--- config.mk ---
export PLATFORM = sky130hd
export DESIGN_NAME = mutex_arbiter_n
export DESIGN_NICKNAME = d
export VERILOG_FILES = /design/src/rtl/arb_pkg.sv /design/src/rtl/arb_pick.sv /design/src/rtl/mutex_arbiter_n.sv
export SDC_FILE = /design/constraint.sdc
export NUM_CORES = 1
export LEC_CHECK = 0
export CORE_MARGIN = 3
export CORE_UTILIZATION = 57
export CTS_BUF_LIST = sky130_fd_sc_hd__clkbuf_4 sky130_fd_sc_hd__clkbuf_8
export CTS_CLUSTER_DIAMETER = 120
export DETAILED_ROUTE_END_ITERATION = 10
export PLACE_DENSITY = 0.89
export SLEW_MARGIN = 40
export SYNTH_ARGS = -nofsm -noshare
export SYNTH_HDL_FRONTEND = slang
export SYNTH_HIERARCHICAL = 1
export SYNTH_SLANG_ARGS = --single-unit
--- constraint.sdc ---
create_clock -name bus_clk_i -period 4.69 [get_ports bus_clk_i]
set_input_delay 0.938 -clock bus_clk_i [delete_from_list [all_inputs] [get_ports bus_clk_i]]
set_output_delay 0.938 -clock bus_clk_i [all_outputs]
set_load 0.005 [all_outputs]
--- src/rtl/arb_pkg.sv ---
// Shared types and helpers for the parametrised mutex arbiter.
// Imported by the picker and the arbiter top.
package arb_pkg;

  localparam int unsigned ARB_PRIORITY = 0;
  localparam int unsigned ARB_RR       = 1;

  typedef enum logic {
    ARB_IDLE,
    ARB_OWNED
  } arb_state_t;

  // $clog2 that never returns zero, so a value of 0 or 1 still gets a 1-bit field
  function automatic int unsigned clog2_min1(input int unsigned value);
    return (value <= 1) ? 1 : $clog2(value);
  endfunction

endpackage

--- src/rtl/arb_pick.sv ---
// Combinational winner picker: highest set index, or first set bit at/after start_i with wrap.
// Wrap is done with explicit compare-and-subtract, so N_REQ need not be a power of two.
module arb_pick
  import arb_pkg::*;
#(
  parameter int unsigned N_REQ = 4,
  localparam int unsigned IDX_W = $clog2(N_REQ)
) (
  input  logic [N_REQ-1:0] req_i,
  input  logic [IDX_W-1:0] start_i,
  input  logic             mode_i,        // 1 = round robin, 0 = fixed priority
  output logic [N_REQ-1:0] winner_o,
  output logic [IDX_W-1:0] winner_idx_o,
  output logic             any_o
);

  always_comb begin
    logic        found;
    int unsigned idx;
    found        = 1'b0;
    idx          = 0;
    winner_idx_o = '0;
    any_o        = |req_i;
    if (mode_i) begin
      for (int unsigned k = 0; k < N_REQ; k++) begin
        idx = 32'(start_i) + k;
        if (idx >= N_REQ) begin
          idx = idx - N_REQ;
        end
        if (!found && req_i[IDX_W'(idx)]) begin
          found        = 1'b1;
          winner_idx_o = IDX_W'(idx);
        end
      end
    end else begin
      // Later (higher) indices overwrite earlier ones
      for (int unsigned k = 0; k < N_REQ; k++) begin
        if (req_i[IDX_W'(k)]) begin
          winner_idx_o = IDX_W'(k);
        end
      end
    end
    winner_o = any_o ? (N_REQ'(1) << winner_idx_o) : '0;
  end

endmodule

--- src/rtl/mutex_arbiter_n.sv ---
// N-way mutex arbiter with registered one-hot grant, grant hold while requested,
// and a hold-timeout that forces release when other requesters are waiting.
module mutex_arbiter_n
  import arb_pkg::*;
#(
  parameter int unsigned N_REQ    = 4,
  parameter int unsigned MODE     = 1,
  parameter int unsigned MAX_HOLD = 16,
  localparam int unsigned IDX_W   = $clog2(N_REQ),
  localparam int unsigned CNT_W   = clog2_min1(MAX_HOLD + 1)
) (
  input  logic             bus_clk_i,
  input  logic             bus_rst_ni,
  input  logic             arb_en_i,
  input  logic [N_REQ-1:0] req_i,
  output logic [N_REQ-1:0] grant_o,
  output logic             grant_valid_o,
  output logic [IDX_W-1:0] grant_idx_o,
  output logic [CNT_W-1:0] hold_cnt_o,
  output logic             timeout_pulse_o
);

  // With MAX_HOLD == 0 the counter simply saturates at all-ones
  localparam logic [CNT_W-1:0] CntMax = (MAX_HOLD == 0) ? {CNT_W{1'b1}} : CNT_W'(MAX_HOLD);

  arb_state_t       state_q, state_d;
  logic [N_REQ-1:0] grant_q, grant_d;
  logic             valid_q, valid_d;
  logic [IDX_W-1:0] idx_q, idx_d;
  logic [CNT_W-1:0] cnt_q, cnt_d;
  logic             tpulse_q, tpulse_d;
  logic [IDX_W-1:0] ptr_q, ptr_d;

  logic [N_REQ-1:0] pick_onehot;
  logic [IDX_W-1:0] pick_idx;
  logic             pick_any;
  logic [IDX_W-1:0] next_ptr;
  logic             issue;
  logic             owner_req;
  logic             others_req;
  logic             at_limit;

  arb_pick #(
    .N_REQ (N_REQ)
  ) u_pick (
    .req_i        (req_i),
    .start_i      (ptr_q),
    .mode_i       (MODE != ARB_PRIORITY),
    .winner_o     (pick_onehot),
    .winner_idx_o (pick_idx),
    .any_o        (pick_any)
  );

  assign issue      = arb_en_i && pick_any;
  assign owner_req  = req_i[idx_q];
  assign others_req = |(req_i & ~grant_q);
  assign at_limit   = (MAX_HOLD != 0) && (cnt_q == CntMax);
  assign next_ptr   = (pick_idx == IDX_W'(N_REQ - 1)) ? '0 : pick_idx + IDX_W'(1);

  always_ff @(posedge bus_clk_i or negedge bus_rst_ni) begin
    if (!bus_rst_ni) begin
      state_q  <= ARB_IDLE;
      grant_q  <= '0;
      valid_q  <= 1'b0;
      idx_q    <= '0;
      cnt_q    <= '0;
      tpulse_q <= 1'b0;
      ptr_q    <= '0;
    end else begin
      state_q  <= state_d;
      grant_q  <= grant_d;
      valid_q  <= valid_d;
      idx_q    <= idx_d;
      cnt_q    <= cnt_d;
      tpulse_q <= tpulse_d;
      ptr_q    <= ptr_d;
    end
  end

  always_comb begin
    state_d = state_q;
    unique case (state_q)
      ARB_IDLE:  if (issue) state_d = ARB_OWNED;
      ARB_OWNED: if (!owner_req || (at_limit && others_req)) state_d = ARB_IDLE;
      default:   state_d = ARB_IDLE;
    endcase
  end

  always_comb begin
    grant_d  = grant_q;
    idx_d    = idx_q;
    cnt_d    = cnt_q;
    tpulse_d = 1'b0;
    ptr_d    = ptr_q;
    unique case (state_q)
      ARB_IDLE: begin
        if (issue) begin
          grant_d = pick_onehot;
          idx_d   = pick_idx;
          cnt_d   = CNT_W'(1);
          ptr_d   = next_ptr;
        end else begin
          grant_d = '0;
          idx_d   = '0;
          cnt_d   = '0;
        end
      end
      ARB_OWNED: begin
        // An owner drop wins over a coincident timeout: plain release, no pulse
        if (!owner_req || (at_limit && others_req)) begin
          grant_d  = '0;
          idx_d    = '0;
          cnt_d    = '0;
          tpulse_d = owner_req;
        end else if (cnt_q != CntMax) begin
          cnt_d = cnt_q + CNT_W'(1);
        end
      end
      default: begin
        grant_d = '0;
        idx_d   = '0;
        cnt_d   = '0;
      end
    endcase
    valid_d = |grant_d;
  end

  assign grant_o         = grant_q;
  assign grant_valid_o   = valid_q;
  assign grant_idx_o     = idx_q;
  assign hold_cnt_o      = cnt_q;
  assign timeout_pulse_o = tpulse_q;

endmodule

## Yosys cells after proc, flatten, opt, wreduce, memory -nomap -nowiden

Index checks and enable logic that the tools add are counted.

| operators by class | value |
|---|---|
| $add $sub $neg | 9 |
| magnitude comparators | 9 |
| equal/unequal tests | 5 |
| shift operators | 1 |
| mux-type cells | 38 |
| bitwise operators | 3 |
| reduce and logical (&&, ||, !) cells | 14 |

Operator list:

| cell | number |
|---|---|
| 2-bit two-way mux | 11 |
| 2-bit by 3-bit less-than comparator with 1-bit output, second input constant | 5 |
| 1-bit two-way mux | 13 |
| 4-bit two-way mux | 3 |
| 4-bit OR reduction | 3 |
| 1-bit binary-select mux with 2-bit select | 5 |
| 5-bit two-way mux | 2 |
| 5-bit one-hot mux with 2 select lines | 1 |
| 3-bit greater-or-equal comparator, second input constant | 3 |
| 4-bit one-hot mux with 2 select lines | 1 |
| 2-bit by 1-bit subtractor with 2-bit output, second input constant | 4 |
| 2-bit by 2-bit adder with 3-bit output, second input constant | 2 |
| 5-bit by 1-bit adder with 5-bit output, second input constant | 1 |
| 5-bit equality test, second input constant | 1 |
| 1-bit logical AND | 5 |
| 5-bit != test, second input constant | 1 |
| 4-bit AND | 1 |
| 1-bit zero test | 4 |
| 4-bit NOT | 1 |
| 2-bit one-hot mux with 2 select lines | 1 |
| 1-bit by 2-bit << shifter with 4-bit output, first input constant | 1 |
| 2-bit by 1-bit adder with 3-bit output, second input constant | 1 |
| 2-bit by 3-bit greater-or-equal comparator with 1-bit output, second input constant | 1 |
| 3-bit by 1-bit != test with 1-bit output, second input constant | 1 |
| other kinds (7) | 7 |

| word-level totals | value |
|---|---|
| register bits | 16 |
| bits of input ports | 7 |
| word-level logic and storage cells | 86 |

## Logic depth before layout (Yosys ltp)

Gate-level depths: netlist of run 1.

| depth | value |
|---|---|
| word-level depth | 19 |
| depth in mapped cells | 8 |

## Hierarchy

The synthesis of run 1 kept the hierarchy.

By module, submodules not included:

| module | times used | cells an instance | area an instance (um2) |
|---|---|---|---|
| mutex_arbiter_n | 1 | 70 | 789.5 |
| arb_pick | 1 | 31 | 216.5 |

## Worst setup path after synthesis of run 1

OpenSTA, ideal clock, no wires.

| timing | value |
|---|---|
| kind | input to register |
| start point | input req_i[2] |
| end point | register valid_q (netlist: grant_valid_o) |
| library setup time | 137 ps |
| arrival time | 2418 ps |
| required time | 4553 ps |
| slack | 2134 ps |
| stages on the path | 8 |
| path buffers | 1 |
| path through | buf_2 > nor3b_2 > a21oi_1 > o32a_4 > a31oi_4 > and3b_1 > nor4_1 > o22ai_2 |

| on the way | value |
|---|---|
| longest elaborated chain between the ends | 17 |
| elaborated cells on any way between the ends | 36 |
| classes of those cells | shift: 1; mux: 21; bitwise: 1; reduce/logical: 13 |

Ends and longest elaborated chain:

| what | line | text |
|---|---|---|
| start, declared | mutex_arbiter_n.sv:15 | `input logic [N_REQ-1:0] req_i,` |
| 1-bit binary-select mux with 2-bit select | arb_pick.sv:30 | `if (!found && req_i[IDX_W'(idx)]) begin` |
| 1-bit two-way mux (not written as such) | arb_pick.sv:30 |  |
| 1-bit two-way mux | arb_pick.sv:30 |  |
| 1-bit zero test | arb_pick.sv:30 |  |
| 1-bit logical AND | arb_pick.sv:30 |  |
| 1-bit two-way mux | arb_pick.sv:30 |  |
| 1-bit zero test | arb_pick.sv:30 |  |
| 1-bit logical AND | arb_pick.sv:30 |  |
| [... 4 more ...] | -- |  |
| via pick_idx[1] | mutex_arbiter_n.sv:35 | `logic [IDX_W-1:0] pick_idx;` |
| 1-bit by 2-bit << shifter with 4-bit output * | arb_pick.sv:43 | `winner_o = any_o ? (N_REQ'(1) << winner_idx_o) : '0;` |
| 4-bit two-way mux * | arb_pick.sv:43 |  |
| via pick_onehot[0] | mutex_arbiter_n.sv:34 | `logic [N_REQ-1:0] pick_onehot;` |
| 4-bit two-way mux * | mutex_arbiter_n.sv:97 | `if (issue) begin` |
| 4-bit one-hot mux with 2 select lines * | mutex_arbiter_n.sv:95 | `unique case (state_q)` |
| 4-bit OR reduction * | mutex_arbiter_n.sv:125 | `valid_d = \|grant_d;` |
| via valid_d | mutex_arbiter_n.sv:28 | `logic valid_q, valid_d;` |
| end signal, assigned | mutex_arbiter_n.sv:72 | `valid_q <= valid_d;` |
| end, declared | mutex_arbiter_n.sv:28 |  |

Mark *: on every way through the listed nets, which the timed path passes. The rest lies on a longest branch. The select of a mux whose other input is x is not followed.
A chain may end at the register's enable or synchronous reset.

## Worst setup path in the final report of run 1

| timing | value |
|---|---|
| start point | input req_i[3] |
| end point | register valid_q (netlist: grant_valid_o) |

Same word-level chain as after synthesis.

==> results of run 1 <==
## placed cells by master, fill, tap and decap left out, types with 4 or more instances in the layout
| master | instances |
|---|---|
| conb_1 | 6 |
| inv_1 | 7 |
| nand3_1 | 4 |
| nand2_1 | 10 |
| nor2_1 | 7 |
| dfrtp_1 | 16 |
| nand2b_1 | 6 |
| clkdlybuf4s50_1 | 19 |
| a22o_1 | 7 |
## layer usage
metal  up-vias  track usage (%)  wire, um
met2        35             38.8      1070
met3         6             6.39       131
met4         0             10.8        62
met5         -                0         0
li1        417                -         -
met1       412             29.5      1010
## worst register-to-register path, delay by kind of cell (launching register included)
family / cells / cell delay [ns]
simple gates: 3 / 0.71
compound gates: 4 / 0.76
flops: 1 / 0.45
## report_power, final
group | total [mW] | internal [mW] | switching, mW
logic | 0.273 | 0.149 | 0.125
registers | 0.221 | 0.175 | 0.0465
clock network | 0.0961 | 0.0474 | 0.0487
total | 0.591 | 0.371 | 0.220
## cell usage after synthesis, types with 2 or more instances
cell      count  area share [%]
or2_2         2             1.2
nor2_1        7             2.6
mux2i_1       3             3.0
buf_2         2             1.0
dfrtp_1      16              40
nor3_1        2             1.0
o21ai_0       2             1.0
inv_1         7             2.6
a21oi_1       3             1.5
xor2_1        2             1.7
nand2b_1      6             3.7
nand3_1       4             2.0
a22o_1        7             6.1
nand2_1      10             3.7
nor4_1        2             1.2
ha_1          3             3.7
o22ai_2       2             2.5
## final timing paths
| check | end | from | depth (start not counted) | slack, ns |
|---|---|---|---|---|
| hold reg to reg | grant_o[3] | grant_o[3] | 1 | 0.56 |
| min in group asynchronous | grant_valid_o | bus_rst_ni | 1 | 1.05 |
| hold / removal | grant_o[3] | grant_o[3] | 1 | 0.56 |
| max in group asynchronous | ptr_q[1] | bus_rst_ni | 1 | 3.19 |
| setup / recovery | grant_valid_o | req_i[3] | 8 | 1.76 |
| setup reg to reg | grant_valid_o | ptr_q[0] | 7 | 2.65 |
## registers in the layout, summed over array words and instances (netlist names)
signal and flops:
grant_idx_o 2, grant_o 4, grant_valid_o 1, hold_cnt_o 5
ptr_q 2, state_q 1, timeout_pulse_o 1
## cells by family (layout without fill, tap and decap cells)
group | Yosys count | count (layout) | synth area share [%]
xor+xnor | 3 | 3 | 2.61
flops | 16 | 16 | 39.8
other cells | 1 | 6 | 0.373
compound gates | 26 | 26 | 25.2
simple gates | 40 | 40 | 21.6
mux | 3 | 3 | 2.99
buf+inv | 9 | 31 | 3.61
fa+ha+maj | 3 | 3 | 3.73
## area by class of cell
cell class,instances,area [sq um],share of cell area [%]
clock buffer,4,36.3,2.86
inverter,7,26.3,2.07
multi-input combinational,81,588,46.4
sequential,16,400,31.6
tap,16,20.0,1.58
timing repair buffer,20,198,15.6
## through the flow
stage / power, mW / worst slack, ns
2_1_floorplan: 0.393 / 2.13
3_3_place_gp: 0.486 / 1.56
3_5_place_dp: 0.496 / 1.46
4_1_cts: 0.592 / 1.79
5_1_grt: 0.639 / 1.68
6_report: 0.591 / 1.76
==> metrics, run 1 <==
CP max stage delay 0.65 ns; Sink Count 16; post-detailed-placement half-perimeter wirelength 1.72 mm; layout cell share with drive strength beyond 1 13.3%; fill count 103; Final Hold Fails 0; final wirelength 2.27 mm; pwr dens 466 mW/mm^2; Post-Syn Area 0.00101 sq mm; DR iter-0 viols 19; post-layout min period 2.93 ns; total track usage 23.9%; worst path cell trace clkdlybuf4s50_1 > nor3b_2 > a21oi_1 > o32a_4 > a31oi_4 > and3b_1 > nor4_1 > o22ai_2; fin util 80.5%; Top-Level Pins 20; Final Non-Filler Cells 144; CTS clk-pin slew, worst paths 0.10 ns; Hold Slack 0.563 ns; critical path's slowest cell clkdlybuf4s50_1; GPL Wtd Cong 0.818; Root Driver clkbuf_4; Fmax achieved 342 MHz; Cell Area, Placed 0.00123 sq mm; Slew Viols, Final 0; Vias 870; Tightest Pin Transition 0.705 ns; synthesized flop and latch total 16; Seq/Total Area, Yosys 39.8%; clk buf depth 2; final worst path period share 62.4%; Hold/Removal Path Class reg -> reg; Crit Path Max Fanout 10; clock insertion delay at the later pin of the skew report 0.30 ns; Die H 48.0 um; cts repair resizes 0; CTS tree built; final setup fails 0; n_diodes 0; Via density 6.04; First-pass DRT Iterations 4; TritonCTS Buffers 3; largest net degree at the start of global routing 17; Core ar. 0.00158 sq mm; grt ovf 0; Starting Density 63.8%; Main synth FF type dfrtp_1; Worst Setup End Kind flop; CTS HTree Levels 1; Final Skew 0.00642 ns; Residual DRC 0; ys async rst share 100%; Layout Nets 139; Avg Inst Size Synth 9.96 sq um; Slew headroom 52.9%; Req. time, crit path 4.87 ns; drt wl/cell 15.8 um; RSZ-0062 raised after global routing false; Finished Cell Area 0.00127 sq mm; number of synthesized flops with an enable pin 0; chip width 48.0 um; run status complete, no violations; Rows 14; Top delay family on crit path simple AND/OR/NAND/NOR gates; vias in the first global route 803; Synth Instances 101; Hold Buf Count CTS 0; first-pass GRT wire length 3.77 mm; critical path arrival 3.11 ns; die area 0.00230 sq mm; antenna violations before repair 0; Synth-to-Final Area Change 26.1%; P_leak 0.572 nW; Setup TNS 0 ns; Antenna Nets Post-Route 0; CP Buf/Inv Count 1; MaxCap Viol Count 0; synth warn 6; Critical Path Start Type primary input; synth unique cells 38; number of port buffers 19; Inst Count DP 140; crit path kind in -> reg; postcts setup bufs 0; Peak supply drop 0.356 mV
(Power assumes the default switching activity.)
==> run 2, diff against run 1 <==
Settings changed: CORE_UTILIZATION 57 to 52, PLACE_DENSITY 0.89 to 0.82.
Clock period 4.69 ns to 3 ns, I/O delays scaled along.
==> metrics, run 2 (same netlist as run 1, synthesis figures left out) <==
run status complete, no violations; Inst Count DP 151 (+7.9%); GRT busiest layer met2; met2 usage 34.3% (-4.4 points); post-detailed-placement half-perimeter wirelength 1.73 mm (+0.65%); Worst Setup End Kind flop; vias in the first global route 873 (+8.7%); TritonCTS Buffers 3 (unchanged); critical path arrival 2.66 ns (-0.45 ns); Hold/Removal Path Class reg -> reg; P_leak 0.575 nW (+0.42%); largest net degree at the start of global routing 17 (unchanged); grt ovf 0 (unchanged); Peak supply drop 0.506 mV (+42%); layout cell share with drive strength beyond 1 14.0% (+0.67 points); Tightest Pin Transition 0.697 ns (-0.00727 ns); Critical Path Start Type primary input; Final Skew 0.0138 ns (+0.00743 ns); Slew headroom 53.4% (+0.49 points); clock insertion delay at the later pin of the skew report 0.28 ns (-0.02 ns); drt wl/cell 14.4 um (-8.8%); Synth-to-Final Area Change 27.4%; number of flip-flops in the largest register 5 (unchanged); final worst path period share 83.1%; Req. time, crit path 3.17 ns (-1.70 ns); Final Hold Fails 0 (unchanged); final wirelength 2.22 mm (-2.5%); final setup fails 0 (unchanged); number of port buffers 19 (unchanged); crit path kind in -> reg; Top-Level Pins 20 (unchanged); antenna violations before repair 0 (unchanged); Hold Buf Count CTS 0 (unchanged); DR iter-0 viols 30 (+11); fin util 71.9% (-8.6 points); met1 Use GR 25.0% (-4.5 points); Layout Nets 141 (+1.4%); Setup TNS 0 ns (unchanged); CTS HTree Levels 1 (unchanged); Fmax achieved 401 MHz; Sink Count 16 (unchanged); Residual DRC 0 (unchanged); n_diodes 0 (unchanged); Core ar. 0.00178 sq mm (+13%); Finished Cell Area 0.00128 sq mm (+0.99%); global-route met3 utilization 5.74% (-0.65 points); die area 0.00250 sq mm (+8.4%); Final Non-Filler Cells 154 (+6.9%); Hold Slack 0.563 ns (-0.000103 ns); RSZ-0062 raised after global routing false; Starting Density 56.4% (-7.4 points); first-pass GRT wire length 3.87 mm (+2.7%); sequential fraction of design power 39.2% (+1.7 points); MaxCap Viol Count 0 (unchanged); Via density 5.52 (-8.6%); commonest cells after routing, fill and taps aside clkdlybuf4s50_1, dfrtp_1, nand2_1; chip width 50.0 um (+4.1%); fill count 139 (+35%); Clock power frac 12.2% (-4.1 points); total track usage 20.3% (-3.6 points); postcts setup bufs 0 (unchanged); pwr dens 690 mW/mm^2 (+48%); Crit Path Max Fanout 7 (-3); CTS tree built; NetSw 0.329 mW (+50%); Int Power 0.555 mW (+50%); sw frac 37.2% (about the same); Slew Viols, Final 0 (unchanged); Setup WS pre-CTS 0.213 ns (-1.25 ns); GPL Wtd Cong 0.860 (+5.1%); Vias 850 (-2.3%); Cell Area, Placed 0.00126 sq mm (+2.1%); CTS clk-pin slew, worst paths 0.09 ns (about the same); post-layout min period 2.49 ns; PnR worst setup slack 0.506 ns (-1.26 ns); commonest non-fill, non-tap cell in the layout clkdlybuf4s50_1; combinational power share 48.6% (+2.3 points); Die H 50.0 um (+4.1%); Antenna Nets Post-Route 0 (unchanged); total power draw 0.884 mW (+50%); clk buf depth 2 (unchanged); First-pass DRT Iterations 4 (unchanged); Rows 15 (+1); cts repair resizes 0 (unchanged); Root Driver clkbuf_4
[run 2: path summary, 6_finish.rpt]
kind	slack, ns	start	cells after the start	to
setup / recovery	0.51	req_i[2]	8	grant_valid_o
hold / removal	0.56	grant_o[3]	1	grant_o[3]
setup reg to reg	0.97	ptr_q[0]	7	grant_valid_o
hold reg to reg	0.56	grant_o[3]	1	grant_o[3]
max in group asynchronous	1.82	bus_rst_ni	1	ptr_q[0]
min in group asynchronous	0.73	bus_rst_ni	1	hold_cnt_o[2]
[run 2: cell type report]
type                    count  area, sq um  share of cell area [%]
multi-input cells          81          588                    45.9
flip-flops and latches     16          400                    31.2
repair buffers             22          213                    16.6
well taps                  25         31.3                    2.44
inverters                   7         26.3                    2.05
clock buffers               3         22.5                    1.76
[run 2: critical path, cell delays in order]
cell,delay [ns]
clkdlybuf4s50_1,0.53
nor3b_2,0.23
a21oi_1,0.07
o32a_4,0.34
a31oi_4,0.22
and3b_1,0.23
nor4_1,0.31
o22ai_2,0.12
[run 2: power by group through the flow]
stage,registers [mW],clock network [mW],logic (mW)
global route,0.357,0.121,0.477
finish,0.346,0.108,0.430
global placement,0.349,0,0.412
floorplan,0.338,0,0.276
CTS,0.346,0.110,0.431
detailed placement,0.350,0,0.429
[run 2: routing by layer]
| layer | vias up | part of all wire (%) |
|---|---|---|
| li1 | 417 | - |
| met1 | 406 | 44 |
| met2 | 27 | 51 |
| met3 | 0 | 5.4 |
| met4 | 0 | 0 |
| met5 | - | 0 |
